## src/rtl/ms_pkg.sv

```systemverilog
// Shared types and defaults for the minesweeper sequencer slice.
package ms_pkg;

  typedef enum logic [3:0] {
    ST_IDLE       = 4'd0,
    ST_PLACE      = 4'd1,
    ST_WAIT_GUESS = 4'd2,
    ST_LOAD       = 4'd3,
    ST_DECODE     = 4'd4,
    ST_ALU        = 4'd5,
    ST_DISPLAY    = 4'd6,
    ST_OVER       = 4'd7,
    ST_FAULT      = 4'd8
  } state_t;

  localparam int CELLS_DEF  = 25;
  localparam int ADDR_W_DEF = 5;
  localparam int TURN_W     = 5;

  // States that sit waiting on a done level from dp and are guarded by the watchdog.
  function automatic logic is_wait_state(state_t s);
    return (s == ST_PLACE) || (s == ST_DECODE) || (s == ST_ALU) || (s == ST_DISPLAY);
  endfunction

endpackage

```

## src/rtl/ms_watchdog.sv

```systemverilog
// Per-state cycle counter; flags expiry when a wait state has lasted TIMEOUT cycles.
module ms_watchdog #(
  parameter int TIMEOUT = 255
) (
  input  logic clka,
  input  logic restart,
  input  logic clr,
  input  logic en,
  output logic expired
);

  localparam logic [7:0] LIMIT = 8'(TIMEOUT);
  localparam logic [7:0] LAST  = 8'(TIMEOUT - 1);

  logic [7:0] cnt;
  logic [7:0] cnt_eff;

  // clr marks the first cycle of a new state, so the stale count is ignored there.
  assign cnt_eff = clr ? 8'd0 : cnt;
  assign expired = en && (cnt_eff >= LAST);

  always_ff @(posedge clka) begin
    if (restart) begin
      cnt <= '0;
    end else if (!en) begin
      cnt <= '0;
    end else if (cnt_eff != LIMIT) begin
      cnt <= cnt_eff + 8'd1;
    end else begin
      cnt <= cnt_eff;
    end
  end

endmodule

```

## src/rtl/ms_seq_ctrl.sv

```systemverilog
// Minesweeper sequencer: accepts guesses and walks each through load/decode/alu/display.
module ms_seq_ctrl
  import ms_pkg::*;
#(
  parameter int CELLS   = CELLS_DEF,
  parameter int ADDR_W  = ADDR_W_DEF,
  parameter int TIMEOUT = 255
) (
  input  logic              clka,
  input  logic              restart,
  input  logic              new_game,
  input  logic              guess_valid,
  input  logic [ADDR_W-1:0] guess,
  output logic              guess_ready,
  input  logic              place_done,
  input  logic              decode_done,
  input  logic              alu_done,
  input  logic              display_done,
  input  logic              gameover,
  input  logic              win,
  output logic              start,
  output logic              load,
  output logic              decode,
  output logic              alu,
  output logic              display,
  output logic [ADDR_W-1:0] data,
  output logic [3:0]        state,
  output logic [TURN_W-1:0] turns,
  output logic              won,
  output logic              lost,
  output logic              fault,
  output logic              bad_guess
);

  localparam logic [ADDR_W:0]   CELLS_L  = (ADDR_W + 1)'(CELLS);
  localparam logic [TURN_W-1:0] TURN_MAX = '1;

  state_t st, nxt;
  logic   accept, reject, set_won, set_lost, set_fault, clr_status;
  logic   in_range;
  logic   wd_clr, wd_en, wd_expired;

  assign in_range = {1'b0, guess} < CELLS_L;
  assign wd_en    = is_wait_state(st);
  assign state    = st;

  ms_watchdog #(.TIMEOUT(TIMEOUT)) u_watchdog (
    .clka    (clka),
    .restart (restart),
    .clr     (wd_clr),
    .en      (wd_en),
    .expired (wd_expired)
  );

  // Only the done matching the current phase is looked at; a done beats a same-cycle expiry.
  always_comb begin
    nxt        = st;
    accept     = 1'b0;
    reject     = 1'b0;
    set_won    = 1'b0;
    set_lost   = 1'b0;
    set_fault  = 1'b0;
    clr_status = 1'b0;
    case (st)
      ST_IDLE, ST_OVER, ST_FAULT: begin
        if (new_game) begin
          nxt        = ST_PLACE;
          clr_status = 1'b1;
        end
      end
      ST_WAIT_GUESS: begin
        if (new_game) begin
          nxt        = ST_PLACE;
          clr_status = 1'b1;
        end else if (guess_valid) begin
          if (in_range) begin
            accept = 1'b1;
            nxt    = ST_LOAD;
          end else begin
            reject = 1'b1;
          end
        end
      end
      ST_PLACE: begin
        if (place_done) begin
          nxt = ST_WAIT_GUESS;
        end else if (wd_expired) begin
          nxt       = ST_FAULT;
          set_fault = 1'b1;
        end
      end
      ST_LOAD: nxt = ST_DECODE;
      ST_DECODE: begin
        if (decode_done) begin
          nxt = ST_ALU;
        end else if (wd_expired) begin
          nxt       = ST_FAULT;
          set_fault = 1'b1;
        end
      end
      ST_ALU: begin
        if (alu_done) begin
          nxt = ST_DISPLAY;
        end else if (wd_expired) begin
          nxt       = ST_FAULT;
          set_fault = 1'b1;
        end
      end
      ST_DISPLAY: begin
        if (display_done) begin
          if (gameover) begin
            nxt      = ST_OVER;
            set_won  = win;
            set_lost = !win;
          end else begin
            nxt = ST_WAIT_GUESS;
          end
        end else if (wd_expired) begin
          nxt       = ST_FAULT;
          set_fault = 1'b1;
        end
      end
      default: nxt = ST_IDLE;
    endcase
  end

  // Outputs are registered from the next state so each strobe lines up with its state.
  always_ff @(posedge clka) begin
    if (restart) begin
      st          <= ST_IDLE;
      wd_clr      <= 1'b1;
      start       <= 1'b0;
      load        <= 1'b0;
      decode      <= 1'b0;
      alu         <= 1'b0;
      display     <= 1'b0;
      guess_ready <= 1'b0;
      bad_guess   <= 1'b0;
      data        <= '0;
      turns       <= '0;
      won         <= 1'b0;
      lost        <= 1'b0;
      fault       <= 1'b0;
    end else begin
      st          <= nxt;
      wd_clr      <= (nxt != st);
      start       <= (nxt == ST_PLACE);
      load        <= (nxt == ST_LOAD);
      decode      <= (nxt == ST_DECODE);
      alu         <= (nxt == ST_ALU);
      display     <= (nxt == ST_DISPLAY);
      guess_ready <= (nxt == ST_WAIT_GUESS);
      bad_guess   <= reject;
      if (accept) begin
        data <= guess;
        if (turns != TURN_MAX) begin
          turns <= turns + TURN_W'(1);
        end
      end
      if (clr_status) begin
        turns <= '0;
        won   <= 1'b0;
        lost  <= 1'b0;
        fault <= 1'b0;
      end else begin
        if (set_won)   won   <= 1'b1;
        if (set_lost)  lost  <= 1'b1;
        if (set_fault) fault <= 1'b1;
      end
    end
  end

endmodule
```

## config.mk

```make
export PLATFORM = sky130hd
export DESIGN_NAME = ms_seq_ctrl
export DESIGN_NICKNAME = d
export VERILOG_FILES = /design/src/rtl/ms_pkg.sv /design/src/rtl/ms_watchdog.sv /design/src/rtl/ms_seq_ctrl.sv
export SDC_FILE = /design/constraint.sdc
export NUM_CORES = 1
export LEC_CHECK = 0
export ABC_AREA = 1
export BUFFER_PORTS_ARGS = -buffer_cell sky130_fd_sc_hd__buf_2
export CAP_MARGIN = 10
export CORE_MARGIN = 8
export CORE_UTILIZATION = 35
export DETAILED_ROUTE_END_ITERATION = 10
export GPL_ROUTABILITY_DRIVEN = 0
export PLACE_DENSITY_LB_ADDON = 0.05
export SLEW_MARGIN = 15
export SYNTH_ARGS = -nofsm -noshare
export SYNTH_HDL_FRONTEND = slang
export SYNTH_HIERARCHICAL = 1
export SYNTH_SLANG_ARGS = --single-unit
export TNS_END_PERCENT = 5
```

## constraint.sdc

```tcl
create_clock -name clka -period 2.5 [get_ports clka]
set_clock_uncertainty 0.1 [all_clocks]
set_input_delay 0.375 -clock clka [delete_from_list [all_inputs] [get_ports clka]]
set_output_delay 0.375 -clock clka [all_outputs]
set_load 0.1 [all_outputs]
```

# After elaboration in Yosys (flattened, before gate mapping)
# Index checks and enable logic that the tools add are counted.
[totals] regBits=33 latch_bits=0 ramBits=0 mem_bits_ro=0 in_bits=15 out_inout_bits=24 elab_cells=83 n_memories=0
[op_classes] add_sub_neg=2 multipliers=0 div_mod_pow=0 magnitude_cmp=2 eq_ne=17 shifts=0 mux=32 bitwise=3 reduce_logical=12
[op_table] cell="4-bit 2-to-1 mux" n=9
[op_table] cell="4-bit by 3-bit equality test with 1-bit output (second input constant)" n=7
[op_table] cell="4-bit case mux with 7 select lines" n=1
[op_table] cell="1-bit 2-to-1 mux" n=18
[op_table] cell="4-bit by 2-bit equality test with 1-bit output (second input constant)" n=4
[op_table] cell="8-bit 2-to-1 mux" n=2
[op_table] cell="8-bit by 1-bit adder with 8-bit output (second input constant)" n=1
[op_table] cell="4-bit by 1-bit equality test with 1-bit output (second input constant)" n=2
[op_table] cell="8-bit >= comparator (second input constant)" n=1
[op_table] cell="8-bit inequality test (second input constant)" n=1
[op_table] cell="4-bit OR reduction" n=2
[op_table] cell="5-bit by 1-bit adder with 5-bit output (second input constant)" n=1
[op_table] cell="5-bit less-than comparator (second input constant)" n=1
[op_table] cell="5-bit inequality test (second input constant)" n=1
[op_table] cell="4-bit equality test (second input constant)" n=1
[op_table] cell="4-bit logical NOT" n=1
[op_table] cell="4-bit inequality test" n=1
[op_table] cell="1-bit case mux with 4 select lines" n=1
[op_table] cell="2-bit OR reduction" n=2
[op_table] cell="1-bit logical OR" n=3
[op_table] cell="3-bit 2-to-1 mux" n=1
[op_table] cell="1-bit NOT" n=3
[op_table] cell="3-bit OR reduction" n=1
[op_table] cell="2-bit AND reduction" n=1
[op_table] cell="other kinds (2)" n=2

# Logic depth before layout (Yosys ltp)
[depth] depth_word=9 mapped_depth=17 ltp_nobuf=17

# Hierarchy
# Netlist, hierarchy kept.
[modules_own_cells] mod="ms_seq_ctrl" n_inst=1 cells_each=205 area_per_inst_um2=1361.3 seq_area_each_um2=500.5
[modules_own_cells] mod="ms_watchdog" n_inst=1 cells_each=66 area_per_inst_um2=452.9 seq_area_each_um2=160.2

# Worst setup path before layout
# Ideal clock, no wire load.
[synth_path] path_kind="register -> register" start="register st[0], in the netlist state[0]" end="register alu" setup_ns=0.121 arrival_time_ns=2.988 required_time_ns=2.279 slack_ns=-0.709 path_stages_with_launch=18 n_path_buf=0 synth_period_minus_slack_ns=3.209 cell_sequence="dfxtp_1 > inv_2 > nor2_4 > nand2_1 > o21ai_0 > inv_1 > nor4_1 > inv_1 > nand2_1 > nand2_1 > nand2_1 > nand2_1 > a21oi_2 > nand2_2 > nand2_1 > inv_2 > nand2_1 > nor2_1"
[synth_via] elab_chain_cells=9 elab_cells_between_ends=25 classes_between="9 x eq/ne; 10 x mux; 6 x reduce/logical"
[synth_lines] item="from (decl)" line_no="ms_seq_ctrl.sv:38" rtl="state_t st, nxt;"
[synth_lines] item="from (signal assigned)" line_no="ms_seq_ctrl.sv:145" rtl="st <= nxt;"
[synth_lines] item="4-bit by 1-bit equality test with 1-bit output or 4-bit by 3-bit equality test with 1-bit output (tied branches)" line_no="ms_pkg.sv:22" rtl="return (s == ST_PLACE) || (s == ST_DECODE) || (s == ST_ALU) || (s == ST_DISPLAY);"
[synth_lines] item="1-bit logical OR (2 in series)" line_no="ms_pkg.sv:22"
[synth_lines] item="1-bit logical OR *" line_no="ms_pkg.sv:22"
[synth_lines] item="net wd_en" line_no="ms_seq_ctrl.sv:41" rtl="logic wd_clr, wd_en, wd_expired;"
[synth_lines] item="1-bit logical AND *" line_no="ms_watchdog.sv:20" rtl="assign expired = en && (cnt_eff >= LAST);"
[synth_lines] item="net wd_expired" line_no="ms_seq_ctrl.sv:41"
[synth_lines] item="4-bit 2-to-1 mux *"
[synth_lines] item="4-bit 2-to-1 mux (on tied branches)"
[synth_lines] item="4-bit case mux with 7 select lines *" line_no="ms_seq_ctrl.sv:64" rtl="case (st)"
[synth_lines] item="4-bit by 3-bit equality test with 1-bit output *" line_no="ms_seq_ctrl.sv:150" rtl="alu <= (nxt == ST_ALU);"
[synth_lines] item="to (signal assigned)" line_no="ms_seq_ctrl.sv:150"
[synth_lines] item="to (decl)" line_no="ms_seq_ctrl.sv:24" rtl="output logic alu,"
# The timed path passes the listed nets; every way through them passes the cells marked *.
# A chain may end at the register's enable or synchronous reset.

# Final worst setup path
[layout_path] start="register st[0], in the netlist state[0]" end="register start"
[layout_via] elab_chain_cells=9 elab_cells_between_ends=25 classes_between="9 x eq/ne; 10 x mux; 6 x reduce/logical"
[layout_lines] item="4-bit by 1-bit equality test with 1-bit output or 4-bit by 3-bit equality test with 1-bit output (tied branches)" line_no="ms_pkg.sv:22"
[layout_lines] item="1-bit logical OR (2 in series)" line_no="ms_pkg.sv:22"
[layout_lines] item="1-bit logical OR *" line_no="ms_pkg.sv:22"
[layout_lines] item="net wd_en" line_no="ms_seq_ctrl.sv:41"
[layout_lines] item="1-bit logical AND *" line_no="ms_watchdog.sv:20"
[layout_lines] item="net wd_expired" line_no="ms_seq_ctrl.sv:41"
[layout_lines] item="4-bit 2-to-1 mux *"
[layout_lines] item="4-bit 2-to-1 mux (on tied branches)"
[layout_lines] item="4-bit case mux with 7 select lines *" line_no="ms_seq_ctrl.sv:64"
[layout_lines] item="4-bit by 1-bit equality test with 1-bit output *" line_no="ms_seq_ctrl.sv:147" rtl="start <= (nxt == ST_PLACE);"
[layout_lines] item="to (signal assigned)" line_no="ms_seq_ctrl.sv:147"
[layout_lines] item="to (decl)" line_no="ms_seq_ctrl.sv:21" rtl="output logic start,"
# Marks and branches as above.

==> results_dict.tcl <==
set metrics [dict create \
    synth_area_leaders "dfxtp_1 (36%), nand2_1 (13%), inv_1 (8.3%)" \
    wirelength_um 4590 \
    final_common_cell "nand2_1" \
    finish.net_count 339 \
    io_buffers 38 \
    hold_class "input port to register" \
    endpoint_kind "register" \
    fp.coreArea_mm2 0.00504 \
    grt_pass1_vias 1776 \
    nFillCells 552 \
    finalNonFillerCells 393 \
    crit_type "register to register" \
    antenna_found_initial 0 \
    fmax_ghz 0.444 \
    cts-buffers-inserted 5 \
    place_area_mm2 0.00212 \
    dr.pass1.iters 5 \
    period_share_pct 90.0 \
    diodes 0 \
    cp.arrival_ps 2340 \
    cp_max_fo 6 \
    synth_area_per_cell_um2 6.69 \
    drv_slew 0 \
    cp-start-kind "register" \
    crit_chain "buf_4 > nand2_1 > inv_2 > o21ai_1 > inv_1 > nor4_2 > buf_4 > inv_1 > nand2_2 > nand2_1 > nand2_1 > nand2_1 > a21oi_2 > nand2_2 > nand2_1 > inv_2 > nand2_1 > nor2_1" \
    hold_viol 0 \
    dp.cells 381 \
    synth-seq-cells 33 \
    cp_slowest_stage_delay_ps 360 \
    grt_pass1_wl_um 8000 \
    ant_nets 0 \
    setup_violations 0 \
    dieArea_mm2 0.00774 \
    maxCapViolCount 0 \
    avgRoutedWirePerCell_um 11.7 \
    cts_hold_buffers 0 \
    dr_total_vias 1783 \
    cts_max_path_buffers 2 \
    htreeDepth 2 \
    yosys_warnings 6 \
    layout-drive-gt1-share_pct 29.1 \
    synth_fp_nets 288 \
    grt_max_degree 13 \
    power.density_mw_per_mm2 591 \
    cp_slowest_cell "dfxtp_4" \
    synthCells 271 \
    drc 0 \
    rsz0062_at_grt "false" \
    ir_worst_vdd_mv 0.272 \
    io_pins 39 \
    required_ps 2590 \
    hpwl_um 3700 \
    clkTransAtPathRegs_ps 70 \
    yosysTopAreaCell "dfxtp_1" \
    gr-total-overflow 0 \
    status "completed" \
    cts_tree "yes" \
    p_leak_nw 1.09 \
    synth.cell_area_mm2 0.00181 \
    clk_latency_ps 290 \
    cts_root_buffer "clkbuf_8" \
    start_util_pct 36.0 \
    vias_per_cell 4.54 \
    die_width_um 88.0 \
    ys_types 27 \
    tightest_slew_ps 502 \
    maxSlewHeadroom_pct 66.7 \
    final_area_mm2 0.00228 \
    crit_path_frequent_cell "nand2_1" \
    track_usage_pct 13.2 \
    die_h_um 88.0 \
    tns_ps 0 \
    finalCriticalPeriod_ps 2250 \
    rows 26 \
    mostFrequentLayoutCells "nand2_1 (64), inv_1 (40), buf_2 (38)" \
    hold_ws_ps 232 \
    yosysTopAreaCellShare_pct 36.4 \
    syn_to_final_growth_pct 25.5 \
    yosysSeqAreaShare_pct 36.4 \
    clock_sinks 33 \
    drt_iter0_markers 147 \
]
## stage by stage
| stage | total power [W] | util [%] | setup WS (ps) |
|---|---|---|---|
| after CTS | 0.00136 | 44.3 | 135 |
| after floorplan | 0.000774 | - | 54.2 |
| after global routing | 0.00142 | 45.2 | 8.94 |
| after detailed placement | 0.000831 | 42.0 | 163 |
| final | 0.00134 | 45.2 | 249 |
| after global placement | 0.000834 | 42.0 | 132 |
## where the power goes
part	internal (W)	switching (W)
Combinational	0.0000713	0.000198
Sequential	0.000542	0.0000197
Clock	0.000298	0.000216
Total	0.000911	0.000434
## cell type report
class | count | area (um2) | share of cell area [%]
Multi-Input combinational cell | 190 | 978 | 43.0
Inverter | 46 | 175 | 7.69
Sequential cell | 33 | 671 | 29.5
Timing Repair Buffer | 46 | 250 | 11.0
Clock buffer | 5 | 68.8 | 3.02
Clock inverter | 3 | 46.3 | 2.03
Tap cell | 70 | 87.6 | 3.85
## final timing paths
path | slack (ps) | to | cells after the start | from
worst max-delay path | 250 | start$_SDFF_PP0_ | 18 | state[0]$_SDFF_PP0_
worst min-delay path | 230 | data[1]$_SDFFE_PP0P_ | 3 | guess[1]
worst max register to register | 250 | start$_SDFF_PP0_ | 18 | state[0]$_SDFF_PP0_
worst min register to register | 350 | fault$_SDFFE_PP0P_ | 2 | fault$_SDFFE_PP0P_
## per-layer routing
layer | vias up | GRT usage (%) | routed length (um)
li1 | 950 | - | -
met1 | 778 | 14.3 | 2030
met2 | 45 | 22.5 | 2210
met3 | 10 | 4.88 | 254
met4 | 0 | 5.78 | 100
met5 | - | 0 | 0
## timing repair
| action | in CTS | in global routing |
|---|---|---|
| setup endpoints to repair | 0 | 7 |
| gates resized for setup | 0 | 4 |
| buffers inserted | 0 | 4 |
## flip-flops by register name (all words and copies together), names as in the netlist, 4 cells and up
signal and count:
data 5, state 4, turns 5, u_watchdog/cnt 8
## cell families (layout without fill, tap and decap cells)
logic type / Yosys count / count (layout) / share of synthesized area (%)
AO/OA/AOI/OAI: 28 / 28 / 8.48
XOR/XNOR: 1 / 1 / 0.483
adder cells (fa/ha/maj): 2 / 2 / 1.38
buffers and inverters: 48 / 100 / 10.7
flip-flops: 33 / 33 / 36.4
AND/OR/NAND/NOR: 159 / 159 / 42.6
## cells in the mapped netlist
library cell  count
o21ai_0          11
nor3_2            2
inv_2             5
buf_6             1
nor4_1            1
inv_4             1
a31oi_1           2
nor3_4            1
nand3_4           2
nor2_1           37
a21oi_1          12
nand3_1          24
a21oi_2           2
nand4_1           3
nor3_1            5
xor2_1            1
ha_1              2
nor2_4            4
nand2_1          65
nand2_2           8
inv_1            40
buf_4             1
nand3_2           1
nand2_4           1
nor2_2            5
dfxtp_1          33
o21ai_2           1
## critical path: cells and delay by family (launching register included)
family	cells	cell delay [ps]
compound gates	2	260
flops	1	360
buf+inv	6	540
simple gates	10	900
Power figures use the tool's default switching activity.
